===== src/rtl/mem_stage.sv =====
// MEM stage of the 5-stage MIPS core.
// Registers the EX->MEM bus, formats synchronous data-SRAM load data,
// selects the register-file write value and drives the MEM->WB and
// MEM->ID forwarding buses. HI/LO fields pass straight through.
//
// Flow control: there is no valid/ready handshake. stall[3] freezes this
// stage; if the downstream stage (stall[4]) is still moving, a zero bubble
// is inserted instead, so the current entry is not handed to WB twice.
// Load data captured on the single "fresh" cycle is kept in a hold register,
// so a stalled load keeps producing the same result for any stall length.
module mem_stage #(
   parameter int IN_WD  = 146,
   parameter int WB_WD  = 137,
   parameter int FWD_WD = 105
) (
   input  logic              clk,
   input  logic              rst,
   input  logic [5:0]        stall,
   input  logic [IN_WD-1:0]  ex_to_mem_bus,
   input  logic [31:0]       data_sram_rdata,
   output logic [WB_WD-1:0]  mem_to_wb_bus,
   output logic [FWD_WD-1:0] mem_to_id_fwd
);

   // Field layout of the EX->MEM bus, MSB first.
   typedef struct packed {
      logic [2:0]  ld_type;
      logic        lo_wen;
      logic        hi_wen;
      logic        hilo_sel;
      logic [63:0] hilo_data;
      logic [31:0] pc;
      logic        ram_en;
      logic [3:0]  ram_wen;
      logic        sel_rf_res;
      logic        rf_we;
      logic [4:0]  rf_waddr;
      logic [31:0] ex_result;
   } ex_bus_t;

   localparam logic [2:0] LD_LW  = 3'b000;
   localparam logic [2:0] LD_LB  = 3'b001;
   localparam logic [2:0] LD_LBU = 3'b010;
   localparam logic [2:0] LD_LH  = 3'b011;
   localparam logic [2:0] LD_LHU = 3'b100;

   logic [IN_WD-1:0] stage_q, stage_d;
   logic             fresh_q, fresh_d;
   logic [31:0]      rdata_hold_q, rdata_hold_d;

   ex_bus_t     cur;
   logic        cur_is_load;
   logic [31:0] rd;
   logic [7:0]  ld_byte;
   logic [15:0] ld_half;
   logic [31:0] ld_fmt;
   logic [31:0] rf_wdata;

   // Only the MEM and WB stall bits matter to this stage.
   logic unused_stall;
   assign unused_stall = ^{stall[5], stall[2:0]};

   assign cur         = ex_bus_t'(stage_q);
   assign cur_is_load = cur.ram_en && (cur.ram_wen == 4'b0000);

   // Next-state selection for the stage register, fresh flag and load hold.
   always_comb begin
      stage_d      = stage_q;
      fresh_d      = 1'b0;
      rdata_hold_d = rdata_hold_q;
      // The SRAM word belongs to this entry only on its fresh cycle.
      if (fresh_q && cur_is_load) begin
         rdata_hold_d = data_sram_rdata;
      end
      if (stall[3] && !stall[4]) begin
         stage_d = '0;
      end else if (stall[3] && stall[4]) begin
         stage_d = stage_q;
      end else begin
         stage_d = ex_to_mem_bus;
         fresh_d = 1'b1;
      end
   end

   // State registers with synchronous active-high reset.
   always_ff @(posedge clk) begin
      if (rst) begin
         stage_q      <= '0;
         fresh_q      <= 1'b0;
         rdata_hold_q <= '0;
      end else begin
         stage_q      <= stage_d;
         fresh_q      <= fresh_d;
         rdata_hold_q <= rdata_hold_d;
      end
   end

   // Pick the addressed byte/halfword lane (little-endian) from the read word.
   always_comb begin
      rd = fresh_q ? data_sram_rdata : rdata_hold_q;
      ld_byte = rd[7:0];
      case (cur.ex_result[1:0])
         2'd0:    ld_byte = rd[7:0];
         2'd1:    ld_byte = rd[15:8];
         2'd2:    ld_byte = rd[23:16];
         default: ld_byte = rd[31:24];
      endcase
      ld_half = cur.ex_result[1] ? rd[31:16] : rd[15:0];
   end

   // Extend the selected lane per load type; unknown types behave as LW.
   always_comb begin
      ld_fmt = rd;
      case (cur.ld_type)
         LD_LW:   ld_fmt = rd;
         LD_LB:   ld_fmt = {{24{ld_byte[7]}}, ld_byte};
         LD_LBU:  ld_fmt = {24'd0, ld_byte};
         LD_LH:   ld_fmt = {{16{ld_half[15]}}, ld_half};
         LD_LHU:  ld_fmt = {16'd0, ld_half};
         default: ld_fmt = rd;
      endcase
   end

   // Register-file write value and the two outgoing buses.
   always_comb begin
      rf_wdata = cur.sel_rf_res ? ld_fmt : cur.ex_result;
      mem_to_wb_bus = {cur.lo_wen, cur.hi_wen, cur.hilo_sel, cur.hilo_data, cur.pc,
                       cur.rf_we, cur.rf_waddr, rf_wdata};
      mem_to_id_fwd = {cur.lo_wen, cur.hi_wen, cur.hilo_sel, cur.hilo_data,
                       cur.rf_we, cur.rf_waddr, rf_wdata};
   end

endmodule


===== config.mk =====
export PLATFORM = sky130hd
export DESIGN_NAME = mem_stage
export DESIGN_NICKNAME = d
export VERILOG_FILES = /design/src/rtl/mem_stage.sv
export SDC_FILE = /design/constraint.sdc
export NUM_CORES = 1
export LEC_CHECK = 0
export ABC_AREA = 1
export BUFFER_PORTS_ARGS = -buffer_cell sky130_fd_sc_hd__clkbuf_2
export CAP_MARGIN = 10
export CORE_AREA = 2 2 168 170
export CTS_CLUSTER_DIAMETER = 40
export DETAILED_ROUTE_END_ITERATION = 6
export DIE_AREA = 0 0 170 172
export PLACE_DENSITY_LB_ADDON = 0.25
export SYNTH_ARGS = -nofsm -noshare
export SYNTH_HDL_FRONTEND = slang
export SYNTH_SLANG_ARGS = --single-unit

===== constraint.sdc =====
create_clock -name clk -period 2 [get_ports clk]
set_clock_uncertainty 0.1 [all_clocks]
set_input_delay 0.4 -clock clk [delete_from_list [all_inputs] [get_ports clk]]
set_output_delay 0.4 -clock clk [all_outputs]
set_load 0.02 [all_outputs]

; ---- Word-level counts from Yosys, hierarchy flattened
; Index checks and enable logic that the tools add are counted.
[totals]
reg_bits = 179
input_bits = 186
latch_bits = 0
ram_bits = 0
mem_count = 0
mem_bits_ro = 0
[op_classes]
n_div = 0
magnitude_cmp = 0
eq_ne = 6
n_mux = 6
n_addsub = 0
shifts = 0
n_mul = 0
reduce_logical = 8
n_bitwise = 0
[ops]
columns = op, n
row1 = 32-bit case mux with 4 select lines, 1
row2 = 32-bit 2-to-1 mux, 2
row3 = 8-bit case mux with 3 select lines, 1
row4 = 16-bit 2-to-1 mux, 1
row5 = 3-bit by 2-bit == test with 1-bit output (second input constant), 2
row6 = 1-bit logical AND, 4
row7 = 4-bit logical NOT, 1
row8 = 3-bit by 1-bit == test with 1-bit output (second input constant), 1
row9 = 3-bit == test (second input constant), 1
row10 = 2-bit by 1-bit == test with 1-bit output (second input constant), 1
row11 = 2-bit == test (second input constant), 1
row12 = 2-bit logical NOT, 1
row13 = 2-bit OR reduction, 1
row14 = 1-bit logical NOT, 1
row15 = 1-bit 2-to-1 mux, 1

; ---- Longest topological paths before layout
[depth]
word_depth = 4
mapped_depth = 14
ltp_nobuf = 11

; ---- Least setup slack after synthesis
; Ideal clock, no wire load.
[synth_path]
path_kind = reg2out
start = reg fresh_q
end = out mem_to_wb_bus[8]
path_stages_with_launch = 13
setup_slack_ns = -0.174
arrival_time_ns = 1.674
path_cell_list = dfxtp_1 > buf_6 > inv_6 > nand2_2 > nand2_2 > nand2_1 > nand2_1 > inv_1 > nand2_2 > nand3_4 > buf_6 > a21oi_1 > buf_4
[synth_between]
elab_chain_len = 4
[synth_rtl]
columns = element, line_no
row1 = start: declaration, 48  ; logic fresh_q, fresh_d;
row2 = start signal: assignment, 93  ; fresh_q <= fresh_d;
row3 = 32-bit 2-to-1 mux *, 100  ; rd = fresh_q ? data_sram_rdata : rdata_hold_q;
row4 = 8-bit case mux with 3 select lines or 16-bit 2-to-1 mux (tied branches), "102, 108"
row5 = 32-bit case mux with 4 select lines *, 114  ; case (cur.ld_type)
row6 = 32-bit 2-to-1 mux *, 126  ; rf_wdata = cur.sel_rf_res ? ld_fmt : cur.ex_result;
row7 = end: declaration, 21  ; output logic [WB_WD-1:0] mem_to_wb_bus,
; Every way passes the cells marked *; elsewhere a longest branch is shown, timed or not.

; ---- Worst setup path in the final report
[layout_path]
start = reg fresh_q
end = out mem_to_id_fwd[8]
[layout_between]
elab_chain_len = 4
[layout_rtl]
columns = element, line_no
row1 = 32-bit 2-to-1 mux *, 100
row2 = 8-bit case mux with 3 select lines or 16-bit 2-to-1 mux (tied branches), "102, 108"
row3 = 32-bit case mux with 4 select lines *, 114
row4 = 32-bit 2-to-1 mux *, 126
row5 = end: declaration, 22  ; output logic [FWD_WD-1:0] mem_to_id_fwd
; Marks and branches as above.

==> results.txt <==
Clock Path Buffers: 2
Vias: 9046
RSZ-0062 raised after global routing: true
Area occupied by multi-input gates: 4150 µm²
Req. time, crit path: 1500 ps
Max-cap violations: 0
Max rail drop VDD: 418 µV
FF/Latch Area: 3590 µm²
Crit end category: output pin
# fillers: 2814
Grt met3 use: 0.0634
Met1 GRT Util: 0.240
Routed len/inst: 16.1 µm
Hold Vio Cnt, Final: 0
Layout Cells excl Fill: 1976
Min Tclk post-route: 2550 ps
CP cell instances: buf_12 > inv_8 > nand2_2 > nand3_2 > nand2_2 > inv_2 > nand2_4 > nand3_4 > buf_12 > a21oi_4 > buf_8
Design Area, Final: 12700 µm²
Crit path DAT: 2050 ps
Pin count of the biggest net entering global routing: 77
Area after DPL: 11000 µm²
Tot GR Track Use: 0.206
Leak: 6.25 nW
IO Count: 428
Layout cells sized above 1: 0.424
CTS Buf Count: 17
Initial antenna violation count: 6
IO buf count: 423
Crit path launch type: flip-flop
Slowest library cell on the worst path: dfxtp_4
WP buf/inv: 5
CP max FO: 7
CP peak stage delay: 420 ps
CTS tree: built
Final Cycle Share: 1.27
Mapped Cells: 1364
Die Y: 172 µm
Setup CP Type: flip-flop to output pin
Global route total overflow: 0
Setup ws final: -546 ps
Distinct cells, synth: 34
Drt initial violations: 408
Fin. max-slew vios: 0
Core region area: 27500 µm²
Number of global-route vias before repair: 8458
GRT Max-Usage Layer: met2
Cells after DPL: 1925
Number of H-tree levels: 4
Setup TNS: -32150 ps
Clk_lat worst skew: 440 ps
Die X: 170 µm
Routed Antenna Nets: 0
Final wirelength: 31700 µm
Mapped Nets: 1550
Seq cells post-synth: 179
Worst R2R Start: fresh_q
Area delta synth->final: 31.0%
DP HPWL: 23400 µm
Syn. warnings: 0
Initial core utilization: 0.353
Global-route wire length before repair: 46300 µm
CP top delay family: buffers and inverters
Post-Syn Area per Cell: 7.11 µm²
Core Util, Final: 0.462
Outcome: finished with violations
Clock-pin slew on the worst setup and hold paths: 80 ps
Nets: 1799
Hold path startpoint: ex_to_mem_bus[67]
Post-Syn Area: 9690 µm²
CP startpoint: fresh_q
Root buf cell: clkbuf_16
Die footprint: 29200 µm²
Hold_ws: 78.4 ps
Sink Count: 179
DR vias/cell: 4.58
Hold crit path type: primary input to flip-flop
Peak Freq: 393 MHz
Met2 Usage GRT: 0.360
DR pass1 iterations: 5
Failing checks: setup timing
Finish-stage setup viols: 64
Core Rows: 61
Max_slew headroom: 0.689
P per Cell Area: 784 nW/µm²
Slew @ Worst Pin: 466 ps
Placer Congestion: 0.843
Drc violations: 0
Post-synthesis sequential area ratio: 0.370
==> report_power, final <==
part / leakage [nW] / switching, mW / internal [mW]
Sequential: 1.47 / 0.120 / 3.75
Combinational: 4.48 / 1.49 / 1.07
Clock: 0.297 / 1.73 / 1.81
Total: 6.25 / 3.33 / 6.62
==> through the flow <==
step	power, mW	setup WS [ps]
finish	9.95	-546
global route	10.4	-675
detailed placement	6.09	-307
global placement	6.08	-306
floorplan	5.54	-19.5
CTS	9.85	-556
==> final cells by class <==
class,count,area share
inverters,81,0.0255
repair buffers,518,0.282
diodes,4,0.000788
well taps,346,0.0341
clock inverters,15,0.0147
flip-flops and latches,179,0.283
multi-input cells,816,0.327
clock buffers,17,0.0335
==> routing by layer <==
layer | vias up | part of all wire
met5 | - | 0.00085
met2 | 265 | 0.50
met4 | 4 | 0.023
met3 | 45 | 0.064
li1 | 4608 | -
met1 | 4124 | 0.41
==> kinds of logic (layout without fill, tap and decap cells) <==
| group | after synthesis | in the layout | synth area share |
|---|---|---|---|
| simple gates | 574 | 574 | 0.248 |
| buf+inv | 369 | 631 | 0.243 |
| compound gates | 241 | 241 | 0.138 |
| flops | 179 | 179 | 0.370 |
| mux | 1 | 1 | 0.00103 |
| other cells | 0 | 4 | 0 |
==> synth_stat cells (all sizes together) <==
master  count  area share
nand4       3      0.0050
nand2     428        0.17
clkbuf     15      0.0058
nand3      42       0.025
buf       273        0.21
and2        7      0.0045
or2        21       0.014
o21bai      1     0.00077
mux2i       1      0.0010
clkinv      1     0.00039
o22ai       1     0.00065
dfxtp     179        0.37
a21oi     163       0.086
o211ai      5      0.0039
o21ai      33       0.017
nor2       73       0.031
a211oi     38       0.029
inv        80       0.031
==> path summary, 6_finish.rpt <==
kind / end / slack, ps / cells after the start
setup reg to reg: rdata_hold_q[30] / 240 / 7
setup / recovery: mem_to_id_fwd[8] / -550 / 11
hold reg to reg: cur[29] / 360 / 2
hold / removal: cur[67] / 80 / 3
==> registers in the layout, summed over array words and instances, names as in the netlist <==
register      cells
rdata_hold_q     32
cur             146
fresh_q           1
==> what timing repair did <==
item / CTS / global route
cloned: 1 / 2
pin swaps: 8 / 10
hold buffers: 0 / 0
endpoints found under the setup margin: 64 / 64
setup buffers: 5 / 8
gates resized for setup: 135 / 156
==> cells in the final DEF, fill, tap and decap left out, types with 8 or more instances in the layout <==
| cell | count |
|---|---|
| nand3_2 | 20 |
| nand2_1 | 387 |
| or2_2 | 21 |
| nand3_1 | 19 |
| nor2_1 | 71 |
| inv_2 | 18 |
| buf_4 | 80 |
| buf_12 | 18 |
| clkbuf_2 | 363 |
| buf_8 | 29 |
| buf_6 | 18 |
| inv_1 | 56 |
| nand2_4 | 13 |
| o21ai_1 | 8 |
| o21ai_2 | 9 |
| nand2_2 | 28 |
| dfxtp_1 | 178 |
| clkbuf_16 | 19 |
| a211oi_1 | 38 |
| a21oi_1 | 151 |
| o21ai_0 | 12 |
==> tightest hold or removal path: cells and delay by family <==
family,cells,cell delay (ps)
AND/OR/NAND/NOR,1,50
AO/OA/AOI/OAI,1,50
buffers and inverters,1,80
No activity file was read; power rests on OpenSTA's default activity.
